<file path="config.mk">
export PLATFORM = sky130hd
export DESIGN_NAME = des_round_ctrl_flat
export DESIGN_NICKNAME = d
export VERILOG_FILES = /design/src/rtl/des_round_if.sv /design/src/rtl/des_round_ctrl.sv /design/src/flat_wrapper.sv
export SDC_FILE = /design/constraint.sdc
export NUM_CORES = 1
export LEC_CHECK = 0
export CORE_MARGIN = 4
export CORE_UTILIZATION = 28
export DETAILED_ROUTE_END_ITERATION = 16
export PLACE_DENSITY = 0.66
export SLEW_MARGIN = 5
export SYNTH_ARGS = -nofsm -noshare
export SYNTH_HDL_FRONTEND = slang
export SYNTH_SLANG_ARGS = --single-unit
</file>
<file path="constraint.sdc">
create_clock -name clk -period 1.6 [get_ports clk]
set_input_delay 0.32 -clock clk [delete_from_list [all_inputs] [get_ports clk]]
set_output_delay 0.32 -clock clk [all_outputs]
set_load 0.005 [all_outputs]
</file>
<file path="src/rtl/des_round_if.sv">
// DES round controller bus: block request/response plus f-function and subkey-store links.
interface des_round_if;
    logic        start_valid;
    logic        start_ready;
    logic        decrypt;
    logic [63:0] din;
    logic [3:0]  key_idx;
    logic [47:0] subkey;
    logic [31:0] f_rdata;
    logic [47:0] f_key;
    logic [31:0] f_result;
    logic [63:0] dout;
    logic        dout_valid;
    logic        dout_ready;
    logic        busy;
    logic [3:0]  round;

    // Controller side
    modport slave (
        input  start_valid, decrypt, din, subkey, f_result, dout_ready,
        output start_ready, key_idx, f_rdata, f_key, dout, dout_valid, busy, round
    );

    // Environment side: IP/FP wrapper, f-function and key store
    modport master (
        output start_valid, decrypt, din, subkey, f_result, dout_ready,
        input  start_ready, key_idx, f_rdata, f_key, dout, dout_valid, busy, round
    );
endinterface

</file>
<file path="src/rtl/des_round_ctrl.sv">
// Iterative DES round sequencer: runs ROUNDS Feistel rounds on one block through a shared
// pipelined f-function, returning {R16, L16} ahead of the final permutation.
module des_round_ctrl #(
    parameter int unsigned F_LATENCY = 2,
    parameter int unsigned ROUNDS    = 16
) (
    input  logic        clk,
    input  logic        rst_n,
    des_round_if.slave  bus
);

    localparam int unsigned W_HALF = 32;
    localparam int unsigned W_BLK  = 64;
    localparam int unsigned W_IDX  = 4;
    localparam int unsigned W_WCNT = $clog2(F_LATENCY + 1);

    localparam logic [W_IDX-1:0]  LAST_RND  = W_IDX'(ROUNDS - 1);
    localparam logic [W_WCNT-1:0] LAST_WAIT = W_WCNT'(F_LATENCY - 1);

    typedef enum logic [1:0] {
        IDLE   = 2'd0,
        WAIT   = 2'd1,
        UPDATE = 2'd2,
        DONE   = 2'd3
    } state_t;

    state_t              state, state_nxt;
    logic [W_HALF-1:0]   l_q, l_nxt;
    logic [W_HALF-1:0]   r_q, r_nxt;
    logic [W_IDX-1:0]    rnd, rnd_nxt;
    logic [W_WCNT-1:0]   wcnt, wcnt_nxt;
    logic                dec_q, dec_nxt;
    logic [W_IDX-1:0]    key_idx_q, key_idx_nxt;
    logic [W_BLK-1:0]    dout_q, dout_nxt;
    logic                dout_valid_q, dout_valid_nxt;
    logic                start_ready_q, start_ready_nxt;
    logic                busy_q, busy_nxt;

    // Next-state, datapath and output decode
    always_comb begin
        state_nxt      = state;
        l_nxt          = l_q;
        r_nxt          = r_q;
        rnd_nxt        = rnd;
        wcnt_nxt       = wcnt;
        dec_nxt        = dec_q;
        dout_nxt       = dout_q;
        dout_valid_nxt = dout_valid_q;

        case (state)
            IDLE: begin
                if (bus.start_valid) begin
                    l_nxt     = bus.din[63:32];
                    r_nxt     = bus.din[31:0];
                    dec_nxt   = bus.decrypt;
                    rnd_nxt   = '0;
                    wcnt_nxt  = '0;
                    state_nxt = WAIT;
                end
            end
            WAIT: begin
                wcnt_nxt = wcnt + W_WCNT'(1);
                if (wcnt == LAST_WAIT) begin
                    state_nxt = UPDATE;
                end
            end
            UPDATE: begin
                l_nxt = r_q;
                r_nxt = l_q ^ bus.f_result;
                if (rnd == LAST_RND) begin
                    // Final swap folded in: output is {R16, L16}
                    dout_nxt       = {l_q ^ bus.f_result, r_q};
                    dout_valid_nxt = 1'b1;
                    state_nxt      = DONE;
                end else begin
                    rnd_nxt   = rnd + W_IDX'(1);
                    wcnt_nxt  = '0;
                    state_nxt = WAIT;
                end
            end
            DONE: begin
                if (bus.dout_ready) begin
                    dout_valid_nxt = 1'b0;
                    state_nxt      = IDLE;
                end
            end
            default: begin
                state_nxt = IDLE;
            end
        endcase

        key_idx_nxt     = dec_nxt ? (LAST_RND - rnd_nxt) : rnd_nxt;
        start_ready_nxt = (state_nxt == IDLE);
        busy_nxt        = (state_nxt != IDLE);
    end

    // State and datapath registers with synchronous active-low reset
    always_ff @(posedge clk) begin
        if (!rst_n) begin
            state         <= IDLE;
            l_q           <= '0;
            r_q           <= '0;
            rnd           <= '0;
            wcnt          <= '0;
            dec_q         <= 1'b0;
            key_idx_q     <= '0;
            dout_q        <= '0;
            dout_valid_q  <= 1'b0;
            start_ready_q <= 1'b1;
            busy_q        <= 1'b0;
        end else begin
            state         <= state_nxt;
            l_q           <= l_nxt;
            r_q           <= r_nxt;
            rnd           <= rnd_nxt;
            wcnt          <= wcnt_nxt;
            dec_q         <= dec_nxt;
            key_idx_q     <= key_idx_nxt;
            dout_q        <= dout_nxt;
            dout_valid_q  <= dout_valid_nxt;
            start_ready_q <= start_ready_nxt;
            busy_q        <= busy_nxt;
        end
    end

    assign bus.start_ready = start_ready_q;
    assign bus.busy        = busy_q;
    assign bus.round       = rnd;
    assign bus.key_idx     = key_idx_q;
    assign bus.f_rdata     = r_q;
    assign bus.f_key       = bus.subkey;
    assign bus.dout        = dout_q;
    assign bus.dout_valid  = dout_valid_q;

endmodule

</file>
<file path="src/flat_wrapper.sv">
// flat-port wrapper written by rule: the top's interface ports become plain ports
module des_round_ctrl_flat 
#(
    parameter int unsigned F_LATENCY = 2,
    parameter int unsigned ROUNDS    = 16
)
  (clk, rst_n, bus_start_valid, bus_decrypt, bus_din, bus_subkey, bus_f_result, bus_dout_ready, bus_start_ready, bus_key_idx, bus_f_rdata, bus_f_key, bus_dout, bus_dout_valid, bus_busy, bus_round);
  des_round_if bus_i ();
  input  logic clk;
  input  logic rst_n;
  input wire logic [$bits(bus_i.start_valid)-1:0] bus_start_valid;
  input wire logic [$bits(bus_i.decrypt)-1:0] bus_decrypt;
  input wire logic [$bits(bus_i.din)-1:0] bus_din;
  input wire logic [$bits(bus_i.subkey)-1:0] bus_subkey;
  input wire logic [$bits(bus_i.f_result)-1:0] bus_f_result;
  input wire logic [$bits(bus_i.dout_ready)-1:0] bus_dout_ready;
  output wire logic [$bits(bus_i.start_ready)-1:0] bus_start_ready;
  output wire logic [$bits(bus_i.key_idx)-1:0] bus_key_idx;
  output wire logic [$bits(bus_i.f_rdata)-1:0] bus_f_rdata;
  output wire logic [$bits(bus_i.f_key)-1:0] bus_f_key;
  output wire logic [$bits(bus_i.dout)-1:0] bus_dout;
  output wire logic [$bits(bus_i.dout_valid)-1:0] bus_dout_valid;
  output wire logic [$bits(bus_i.busy)-1:0] bus_busy;
  output wire logic [$bits(bus_i.round)-1:0] bus_round;
  assign bus_i.start_valid = bus_start_valid;
  assign bus_i.decrypt = bus_decrypt;
  assign bus_i.din = bus_din;
  assign bus_i.subkey = bus_subkey;
  assign bus_i.f_result = bus_f_result;
  assign bus_i.dout_ready = bus_dout_ready;
  assign bus_start_ready = bus_i.start_ready;
  assign bus_key_idx = bus_i.key_idx;
  assign bus_f_rdata = bus_i.f_rdata;
  assign bus_f_key = bus_i.f_key;
  assign bus_dout = bus_i.dout;
  assign bus_dout_valid = bus_i.dout_valid;
  assign bus_busy = bus_i.busy;
  assign bus_round = bus_i.round;
  des_round_ctrl #(.F_LATENCY(F_LATENCY), .ROUNDS(ROUNDS)) u_core (.clk(clk), .rst_n(rst_n), .bus(bus_i));
endmodule
</file>
; Yosys cells after proc, flatten, opt, wreduce, memory -nomap -nowiden
; Cells that the tools add are included.
[totals]
ff_bits = 144
input_bits = 149
[op_classes]
addsub = 3
n_eq_ne = 9
muxes = 21
n_bitwise = 1
n_reduce_logical = 10
[ops]
columns = cell, n
row1 = case mux 32 bit (2 select lines), 2
row2 = two-way mux 32 bit, 2
row3 = XOR 32 bit, 1
row4 = two-way mux 2 bit, 6
row5 = two-way mux 4 bit, 3
row6 = case mux 2 bit (4 select lines), 1
row7 = case mux 4 bit (2 select lines), 1
row8 = "!= test 2 bit, second input constant", 3
row9 = case mux 2 bit (3 select lines), 1
row10 = AND reduction 3 bit, 2
row11 = nonzero test 2 bit, 3
row12 = "adder 4 x 1 -> 4 bit, second input constant", 1
row13 = "equality test 2 x 1 -> 1 bit, second input constant", 2
row14 = "equality test 2 bit, second input constant", 2
row15 = "equality test 4 bit, second input constant", 1
row16 = zero test 2 bit, 2
row17 = two-way mux 1 bit, 4
row18 = AND reduction 2 bit, 2
row19 = "subtractor 4 bit, first input constant", 1
row20 = nonzero test 3 bit, 1
row21 = "adder 2 x 1 -> 2 bit, second input constant", 1
row22 = "!= test 2 x 1 -> 1 bit, second input constant", 1
row23 = case mux 1 bit (2 select lines), 1

; Logic depth before layout (Yosys ltp)
; Gate-level depths: netlist of run 1.
[depth]
word_depth = 5
depth_mapped = 8

; Worst setup path before layout of run 1
; OpenSTA, ideal clock, no wires.
[synth_timing]
kind = flip-flop to flip-flop
from = register u_core.state[0]
to = register u_core.key_idx_q[2], in the netlist u_core.bus.key_idx[2]
setup_time_ps = 72
t_arrival_ps = 1393
slack_ps = 136
stages_incl_launch_ff = 6
n_path_buf = 1
path_cell_list = dfxtp_1 buf_4 nor3b_4 mux2_2 or2_1 mux2i_1
[synth_between]
elab_chain_cells = 4
word_cells_on_any_way = 6
[synth_rtl]
columns = element, line
row1 = "start, declared", des_round_ctrl.sv:27  ; state_t state, state_nxt;
row2 = "start signal, assigned", des_round_ctrl.sv:112  ; state <= state_nxt;
row3 = equality test 2 bit or zero test 2 bit (tied branches), des_round_ctrl.sv:50  ; case (state)
row4 = case mux 4 bit (2 select lines), des_round_ctrl.sv:50
row5 = subtractor 4 bit, des_round_ctrl.sv:92  ; key_idx_nxt = dec_nxt ? (LAST_RND - rnd_nxt) : rnd_nxt;
row6 = two-way mux 4 bit (*), des_round_ctrl.sv:92
row7 = "end signal, assigned", des_round_ctrl.sv:118  ; key_idx_q <= key_idx_nxt;
row8 = "end, declared", des_round_ctrl.sv:33  ; logic [W_IDX-1:0] key_idx_q, key_idx_nxt;
; Mark *: on every way between the ends. The rest lies on a longest branch, timed or not.
; A chain may end at the register's enable or synchronous reset.

; Final worst setup path of run 1
[layout_timing]
from = register u_core.state[0]
to = register u_core.key_idx_q[1], in the netlist u_core.bus.key_idx[1]
; Same word-level chain as after synthesis.

==> impl_metrics.py, run 1 <==
metrics = {
    "status": {
        "outcome": "finished, final reports clean",
    },
    "floorplanning": {
        "die_x_um": 156,
        "dieHeight_um": 156,
        "rows": 53,
        "die_area_um2": 24300,
        "pin_count": 304,
        "core_area_um2": 21200,
        "initial_core_util": 0.288,
    },
    "synthesis": {
        "synth_nets": 871,
        "synthSimpleGateAreaFrac": 0.182,
        "synth.top_cells.by_area": "dfxtp_1 (47%), nor2_1 (7.7%), nand2_1 (7.6%)",
        "synthFlopType": "dfxtp_1",
        "syn_area_per_cell_um2": 8.49,
        "synth_compound_area_frac": 0.182,
        "synthCells": 720,
        "yosysWarningCount": 0,
        "ys_ff_latch": 144,
        "synth_area_um2": 6110,
        "yosysMostFrequentCell": "dfxtp_1",
        "ys_types": 43,
        "synth_xor_area_frac": 0.0473,
        "muxShareOfSynthArea": 0.00675,
        "synth_fa_ha_area_frac": 0.00409,
        "synth_edf_count": 0,
        "synth_area_leader_cell": "dfxtp_1",
        "yosysSeqAreaShare": 0.471,
        "synth_common_cells": "dfxtp_1 (144), nor2_1 (126), nand2_1 (124), buf_4 (53), a21oi_1 (45)",
        "ys_async_sr_fraction": 0,
        "synth_top_family_by_area": "simple AND/OR/NAND/NOR gates",
        "yosysTopAreaCellShare": 0.471,
    },
    "sta": {
        "fin_crit_ps": 1560,
        "fin_crit_sh": 0.975,
        "hold_viol": 0,
        "skew_ps": 10.9,
        "worst_slew_pin_slew_ps": 337,
        "fin_ws_ps": 39.8,
        "final-setup-viol-count": 0,
        "clock.fmax_mhz": 641,
        "maxSlewHeadroom": 0.775,
        "grt_setup_unrepaired": "true",
        "slew_viol_final": 0,
        "hold-worst-slack_ps": 448,
    },
    "critical_path": {
        "end_kind": "flop",
        "criticalPathCategory": "flop to flop",
        "required_ps": 1890,
        "cp-start-kind": "flop",
        "cp.arrival_ps": 1850,
        "worstPathMaxFanout": 6,
    },
    "placed_design": {
        "place_area_um2": 8370,
        "hpwl_um": 13600,
        "place_ws_ps": -269,
        "io_buffers": 207,
        "gp_congestion": 0.763,
        "dp_cells": 1140,
    },
    "power": {
        "vdd_drop_max_mv": 0.631,
        "power_density_nw_per_um2": 974,
        "power.static_leakage_nw": 4.28,
    },
    "finish": {
        "post-route-util": 0.438,
        "final_nets": 1055,
        "syn2layout_area_growth_pct": 52.1,
        "drive_gt1_frac": 0.152,
        "fillers": 2103,
        "final_cells": 1192,
        "fin_area_um2": 9300,
    },
    "clock_network": {
        "cts_max_path_buffers": 2,
        "htreeDepth": 4,
        "clock_latency_ps": 410,
        "cts_tree": "done",
        "clk_pin_slew_ps": 60,
        "numCtsBuffers": 17,
        "hold_buffers": 0,
        "clock-sinks": 144,
        "clock-root-buffer": "clkbuf_16",
    },
    "global_route": {
        "antenna_found_initial": 1,
        "grt_pass1_wl_um": 30700,
        "grt_start_max_net_pins": 58,
        "first_global_vias": 5630,
        "grt_use_total": 0.159,
        "overflow": 0,
    },
    "detailed_routing": {
        "drc": 0,
        "wirelength_um": 20500,
        "vias": 5724,
        "vias_per_cell": 4.80,
        "postRouteAntennaNets": 0,
        "drt_iter0_drc": 220,
        "first_pass_iters": 4,
        "avgRoutedWirePerCell_um": 17.2,
    },
    "worst_hold_path": {
        "hp-class": "flop to flop",
    },
    "job": {
        "maxCapViolCount": 0,
    },
}
[layout make-up]
type | instances | area (um^2) | share of cell area
multi-input cells | 469 | 2610 | 0.281
clock buffers | 22 | 464 | 0.0499
diodes | 1 | 2.50 | 0.000269
well taps | 275 | 344 | 0.0370
flip-flops and latches | 144 | 2950 | 0.317
clock inverters | 9 | 134 | 0.0144
inverters | 5 | 21.3 | 0.00229
repair buffers | 267 | 2770 | 0.298
[layout by cell type, fill, tap and decap left out, types with 5 or more instances in the layout]
| cell | n |
|---|---|
| o22ai_1 | 5 |
| dfxtp_4 | 7 |
| nand2_1 | 124 |
| clkbuf_16 | 20 |
| clkdlybuf4s50_1 | 112 |
| a311oi_1 | 27 |
| o21ai_0 | 6 |
| a221oi_1 | 32 |
| xnor2_1 | 33 |
| dfxtp_1 | 106 |
| a211oi_1 | 32 |
| buf_4 | 43 |
| a21oi_1 | 45 |
| buf_12 | 12 |
| nor2_1 | 126 |
| dlymetal6s2s_1 | 42 |
| dlygate4sd2_1 | 53 |
| dfxtp_2 | 31 |
[path summary, 6_finish.rpt]
| kind | start | to | slack, ps | cells past startpoint |
|---|---|---|---|---|
| max | u_core.state[0] | u_core.bus.key_idx[1] | 40 | 6 |
| max reg2reg | u_core.state[0] | u_core.bus.key_idx[1] | 40 | 6 |
| min reg2reg | u_core.bus.dout[10] | u_core.bus.dout[10] | 450 | 2 |
| min | u_core.bus.dout[10] | u_core.bus.dout[10] | 450 | 2 |
[critical path, cell delays in order, from the launching register on]
cell	delay, ps
dfxtp_4	360
buf_6	130
nor3b_4	240
mux2_4	340
buf_4	140
nand2_1	130
mux2i_1	100
[metrics by stage]
| step | total power [W] | TNS (ps) |
|---|---|---|
| 2_1_floorplan | 0.00451 | 0 |
| 3_3_place_gp | 0.00503 | -12910 |
| 3_5_place_dp | 0.00505 | -13250 |
| 4_1_cts | 0.00919 | 0 |
| 5_1_grt | 0.00946 | -140 |
| 6_report | 0.00906 | 0 |
[registers in the layout, summed over array words and instances (netlist names)]
signal / count
u_core.dec_q: 1
u_core.bus.start_ready: 1
u_core.bus.busy: 1
u_core.bus.f_rdata: 32
u_core.state: 2
u_core.l_q: 32
u_core.bus.round: 4
u_core.wcnt: 2
u_core.bus.dout: 64
u_core.bus.key_idx: 4
u_core.bus.dout_valid: 1
[layer usage]
layer / wire length, um / share of wire / track usage
met5: 0 / 0 / 0
met4: 457 / 0.022 / 0.0600
met3: 1320 / 0.065 / 0.0438
met2: 9630 / 0.47 / 0.256
met1: 9050 / 0.44 / 0.205
[power by group]
part,internal (W),switching (W),total (W),leakage [nW]
clock,0.00253,0.00154,0.00407,0.290
combinational,0.000642,0.000491,0.00113,2.80
sequential,0.00374,0.000113,0.00386,1.19
[cells by family after synthesis]
family                   count (synthesis)
buffers and inverters                  107
flip-flops                             144
AO/OA/AOI/OAI                          155
multiplexers                             4
adder cells (fa/ha/maj)                  2
AND/OR/NAND/NOR                        275
XOR/XNOR                                33
[repair_timing]
action                     CTS  global route
setup endpoints to repair   64           150
pin swaps                    0             2
cloned                       0             3
buffers inserted            13             4
gates resized for setup     92            54
No activity file was read; power rests on OpenSTA's default activity.
==> run 2: changes to the inputs <==
- SKIP_CTS_REPAIR_TIMING: default -> 1
==> run 2 against run 1 <==
  * Sequential cell count unchanged
  * Setup slack improved by 2.8 ps
  * Sequential share of layout area decreased by 0.53 points
  * First-iteration DRC count increased by 9.5%
  * Critical path depth unchanged
  * Power increased by 0.18%
  * Clock power about the same
  * Die area unchanged
  * Via count decreased by 0.28%
  * Core utilization increased by 1.0 points
  * Critical path type unchanged
==> impl_metrics.py, run 2 (synthesis gave the netlist of run 1 again) <==
metrics = {
    "sta": {
        "hold_viol": 0,
        "slew_viol_final": 0,
        "fin_setup_tns_ps": 0,
        "worst_slew_pin_slew_ps": 338,
        "clock.fmax_mhz": 642,
        "grt_setup_unrepaired": "true",
        "final-setup-viol-count": 0,
        "maxSlewHeadroom": 0.774,
        "fin_crit_sh": 0.973,
        "hold-worst-slack_ps": 448,
        "fin_crit_ps": 1560,
        "skew_ps": 10.8,
    },
    "detailed_routing": {
        "wirelength_um": 20700,
        "first_pass_iters": 4,
        "postRouteAntennaNets": 0,
        "drt_iter0_drc": 241,
        "vias_per_cell": 4.82,
        "avgRoutedWirePerCell_um": 17.5,
        "drc": 0,
        "vias": 5708,
    },
    "critical_path": {
        "worstPathMaxFanout": 5,
        "cp.arrival_ps": 1850,
        "required_ps": 1900,
        "criticalPathCategory": "flop to flop",
        "cp-start-kind": "flop",
        "end_kind": "flop",
    },
    "placed_design": {
        "hpwl_um": 13600,
        "dp_cells": 1140,
        "gp_congestion": 0.763,
        "io_buffers": 207,
        "place_area_um2": 8370,
    },
    "finish": {
        "largest_reg_flops": 64,
        "fillers": 2076,
        "drive_gt1_frac": 0.149,
        "syn2layout_area_growth_pct": 55.6,
        "final_cell_mix": "nor2_1 (126), nand2_1 (124), clkdlybuf4s50_1 (110)",
        "fin_area_um2": 9520,
        "mostFrequentLayoutCell": "nor2_1",
        "multiInputGateArea_um2": 2630,
        "final_nets": 1048,
        "final_cells": 1185,
        "register_area_um2": 2970,
    },
    "clock_network": {
        "clock-sinks": 144,
        "clock-root-buffer": "clkbuf_16",
        "cts_max_path_buffers": 2,
        "cts_tree": "done",
        "clock_latency_ps": 410,
        "clk_pin_slew_ps": 60,
        "htreeDepth": 4,
        "numCtsBuffers": 17,
    },
    "global_route": {
        "first_global_vias": 5565,
        "grt_pass1_wl_um": 30300,
        "overflow": 0,
        "grt_start_max_net_pins": 58,
        "antenna_found_initial": 1,
        "grt_use_total": 0.157,
    },
    "power": {
        "power_density_nw_per_um2": 953,
        "vdd_drop_max_mv": 0.621,
        "power.static_leakage_nw": 5.00,
    },
    "floorplanning": {
        "core_area_um2": 21200,
        "die_x_um": 156,
        "rows": 53,
        "die_area_um2": 24300,
        "dieHeight_um": 156,
        "pin_count": 304,
        "initial_core_util": 0.288,
    },
    "status": {
        "outcome": "finished, final reports clean",
    },
    "worst_hold_path": {
        "hp-class": "flop to flop",
    },
    "job": {
        "maxCapViolCount": 0,
    },
}
-- run 2: routing by layer --
layer	routed length (um)	global-route usage
met4	486	0.0575
met2	9710	0.255
met3	1320	0.0436
met1	9160	0.200
met5	0	0
-- run 2: worst max-delay path: stages, from the launching register on --
cell and delay, ps:
dfxtp_4 360, buf_6 130, nor3b_4 240, mux2_4 340
buf_4 140, nand2_1 130, mux2i_1 100
-- run 2: layout make-up --
type,instances,share of cell area
antenna,1,0.000263
clock buffer,22,0.0488
clock inverter,9,0.0141
inverter,5,0.00224
multi-input combinational,469,0.276
sequential,144,0.312
tap,275,0.0362
timing repair buffer,260,0.311
-- run 2: worst paths after layout --
path	cells past startpoint	end	slack, ps	startpoint
min reg2reg	2	u_core.bus.dout[10]	450	u_core.bus.dout[10]
min	2	u_core.bus.dout[10]	450	u_core.bus.dout[10]
max	6	u_core.bus.key_idx[1]	40	u_core.state[0]
max reg2reg	6	u_core.bus.key_idx[1]	40	u_core.state[0]
-- run 2: metrics by stage --
step                       util  total power (W)  worst slack [ps]
after floorplan               -          0.00451               136
after global placement    0.394          0.00503              -245
after detailed placement  0.394          0.00505              -269
after CTS                 0.423          0.00917              -201
after global routing      0.448          0.00945             -30.8
final                     0.448          0.00907              42.6
-- run 2: where the power goes --
part | leakage [nW] | switching, W | total [W] | internal [W]
logic | 3.51 | 0.000476 | 0.00112 | 0.000641
registers | 1.20 | 0.000123 | 0.00386 | 0.00374
clock network | 0.290 | 0.00156 | 0.00409 | 0.00253
total | 5.00 | 0.00216 | 0.00907 | 0.00691
==> run 3: changes to the inputs <==
--- a/config.mk
+++ b/config.mk
@@ -10,3 +10,5 @@
 export DETAILED_ROUTE_END_ITERATION = 16
+export HOLD_SLACK_MARGIN = 0.15
 export PLACE_DENSITY = 0.66
+export SETUP_SLACK_MARGIN = 0.3
 export SKIP_CTS_REPAIR_TIMING = 1
--- a/constraint.sdc
+++ b/constraint.sdc
@@ -3,2 +3,2 @@
 set_output_delay 0.32 -clock clk [all_outputs]
-set_load 0.005 [all_outputs]
+set_load 0.05 [all_outputs]
==> run 3 against run 2 <==
  * Cell area grew 13%
  * Clock-buffer cell count shrank 1
  * Combinational power up 58%
  * Largest power group unchanged
==> impl_metrics.py, run 3 (synthesis gave the netlist of run 1 again) <==
metrics = {
    "detailed_routing": {
        "vias": 6058,
        "drt-met1-wl_um": 10300,
        "avgRoutedWirePerCell_um": 19.6,
        "first_pass_iters": 5,
        "drt_iter0_drc": 304,
        "postRouteAntennaNets": 0,
        "routed-wl-met3_um": 1470,
        "met2_length_um": 11800,
        "highest_layer": "met5",
        "drc": 0,
        "vias_per_cell": 4.95,
        "wirelength_um": 24000,
    },
    "critical_path": {
        "worst_path_largest_cell_delay_ps": 390,
        "worstPathMaxFanout": 7,
        "slowest_stage": "dfxtp_4",
        "required_ps": 1920,
        "cp.arrival_ps": 1830,
        "path_cells": "nor3b_4 -> mux2_4 -> or2_4 -> mux2i_1",
        "criticalPathCategory": "flop to flop",
        "r2r_start": "u_core.state[1]",
        "crit_start": "u_core.state[1]",
        "end_kind": "flop",
        "cp-start-kind": "flop",
    },
    "sta": {
        "final-setup-viol-count": 0,
        "worst_slew_pin_slew_ps": 358,
        "fin_ws_ps": 91.1,
        "hold_viol": 0,
        "clock.fmax_mhz": 663,
        "grt_setup_unrepaired": "true",
        "skew_ps": 12.6,
        "maxSlewHeadroom": 0.759,
        "fin_crit_sh": 0.943,
        "slew_viol_final": 0,
        "fin_crit_ps": 1510,
    },
    "global_route": {
        "grt_start_max_net_pins": 44,
        "grt_pass1_wl_um": 30900,
        "grt_use_total": 0.161,
        "antenna_found_initial": 1,
        "first_global_vias": 5558,
        "overflow": 0,
    },
    "finish": {
        "antenna_cells": 0,
        "fin_area_um2": 10700,
        "largest_reg_flops": 64,
        "final_cell_mix": "dfxtp_1 (125), nor2_1 (122), buf_4 (110)",
        "final_cells": 1225,
        "final_nets": 1089,
        "drive_gt1_frac": 0.399,
        "syn2layout_area_growth_pct": 75.8,
        "mostFrequentLayoutCell": "dfxtp_1",
    },
    "power": {
        "power_frac_seq": 0.402,
        "vdd_drop_max_mv": 0.587,
        "clockPowerShare": 0.416,
        "power.switching_w": 0.00263,
        "power.static_leakage_nw": 4.18,
        "p_int_w": 0.00709,
        "switching_share": 0.271,
        "power_density_nw_per_um2": 905,
        "p_comb_frac": 0.182,
        "power_w": 0.00972,
    },
    "placed_design": {
        "io_buffers": 207,
        "place_area_um2": 8750,
        "dp_cells": 1132,
        "place_ws_ps": -288,
        "hpwl_um": 14400,
        "gp_congestion": 0.790,
    },
    "floorplanning": {
        "die_area_um2": 24300,
        "rows": 53,
        "dieHeight_um": 156,
        "pin_count": 304,
        "die_x_um": 156,
        "core_area_um2": 21200,
        "initial_core_util": 0.288,
    },
    "worst_hold_path": {
        "min_from": "u_core.bus.dout[23]",
        "hp-class": "flop to flop",
    },
    "clock_network": {
        "cts_tree": "done",
        "clock_latency_ps": 420,
        "clock-root-buffer": "clkbuf_16",
        "htreeDepth": 4,
        "clock-sinks": 144,
        "cts_max_path_buffers": 2,
        "clk_pin_slew_ps": 60,
        "numCtsBuffers": 17,
    },
    "status": {
        "outcome": "finished, final reports clean",
    },
    "job": {
        "maxCapViolCount": 0,
    },
}
==> run 3: cell types whose count changed in the layout (fill, tap and decap cells not counted), sizes merged, moves of 3 or more <==
cell           change
dlymetal6s2s      -96
buf              +142
clkdlybuf4s50     -11
clkinvlp           +3
clkbuf             +5
==> run 3: power by group through the flow <==
stage | Sequential (W) | Combinational (W) | Clock, W
2_1_floorplan | 0.00414 | 0.000856 | 0
3_3_place_gp | 0.00397 | 0.00143 | 0
3_5_place_dp | 0.00397 | 0.00144 | 0
4_1_cts | 0.00389 | 0.00144 | 0.00411
5_1_grt | 0.00392 | 0.00187 | 0.00429
6_report | 0.00391 | 0.00177 | 0.00405
==> run 3: area by class of cell <==
type                       instances  area (um^2)
clock inverter                    10          109
timing repair buffer             301         3560
inverter                           5         28.8
clock buffer                      21          482
multi-input combinational        469         3280
fill                            1902        10500
tap                              275          344
sequential                       144         2940
==> run 3: layer usage <==
metal | up-vias | global-route usage
met5 | - | 0
met2 | 201 | 0.268
met3 | 42 | 0.0447
li1 | 2858 | -
met4 | 2 | 0.0442
met1 | 2955 | 0.205
==> run 3: critical path, delay by kind of cell (launching register included) <==
family	cells	cell delay [ps]
flops	1	390
simple gates	2	510
mux	2	510
==> run 3: per-stage QoR <==
| stage | util | setup TNS (ps) | hold slack (ps) |
|---|---|---|---|
| 2_1_floorplan | - | 0 | 475 |
| 3_3_place_gp | 0.412 | -7670 | 439 |
| 3_5_place_dp | 0.412 | -10490 | 445 |
| 4_1_cts | 0.440 | 0 | 453 |
| 5_1_grt | 0.506 | 0 | 456 |
| 6_report | 0.506 | 0 | 455 |
==> run 3: path summary, 6_finish.rpt <==
check,cells past startpoint,end,slack [ps]
max,4,u_core.bus.key_idx[3],90
min,2,u_core.bus.dout[23],460
max reg2reg,4,u_core.bus.key_idx[3],90
min reg2reg,2,u_core.bus.dout[23],460
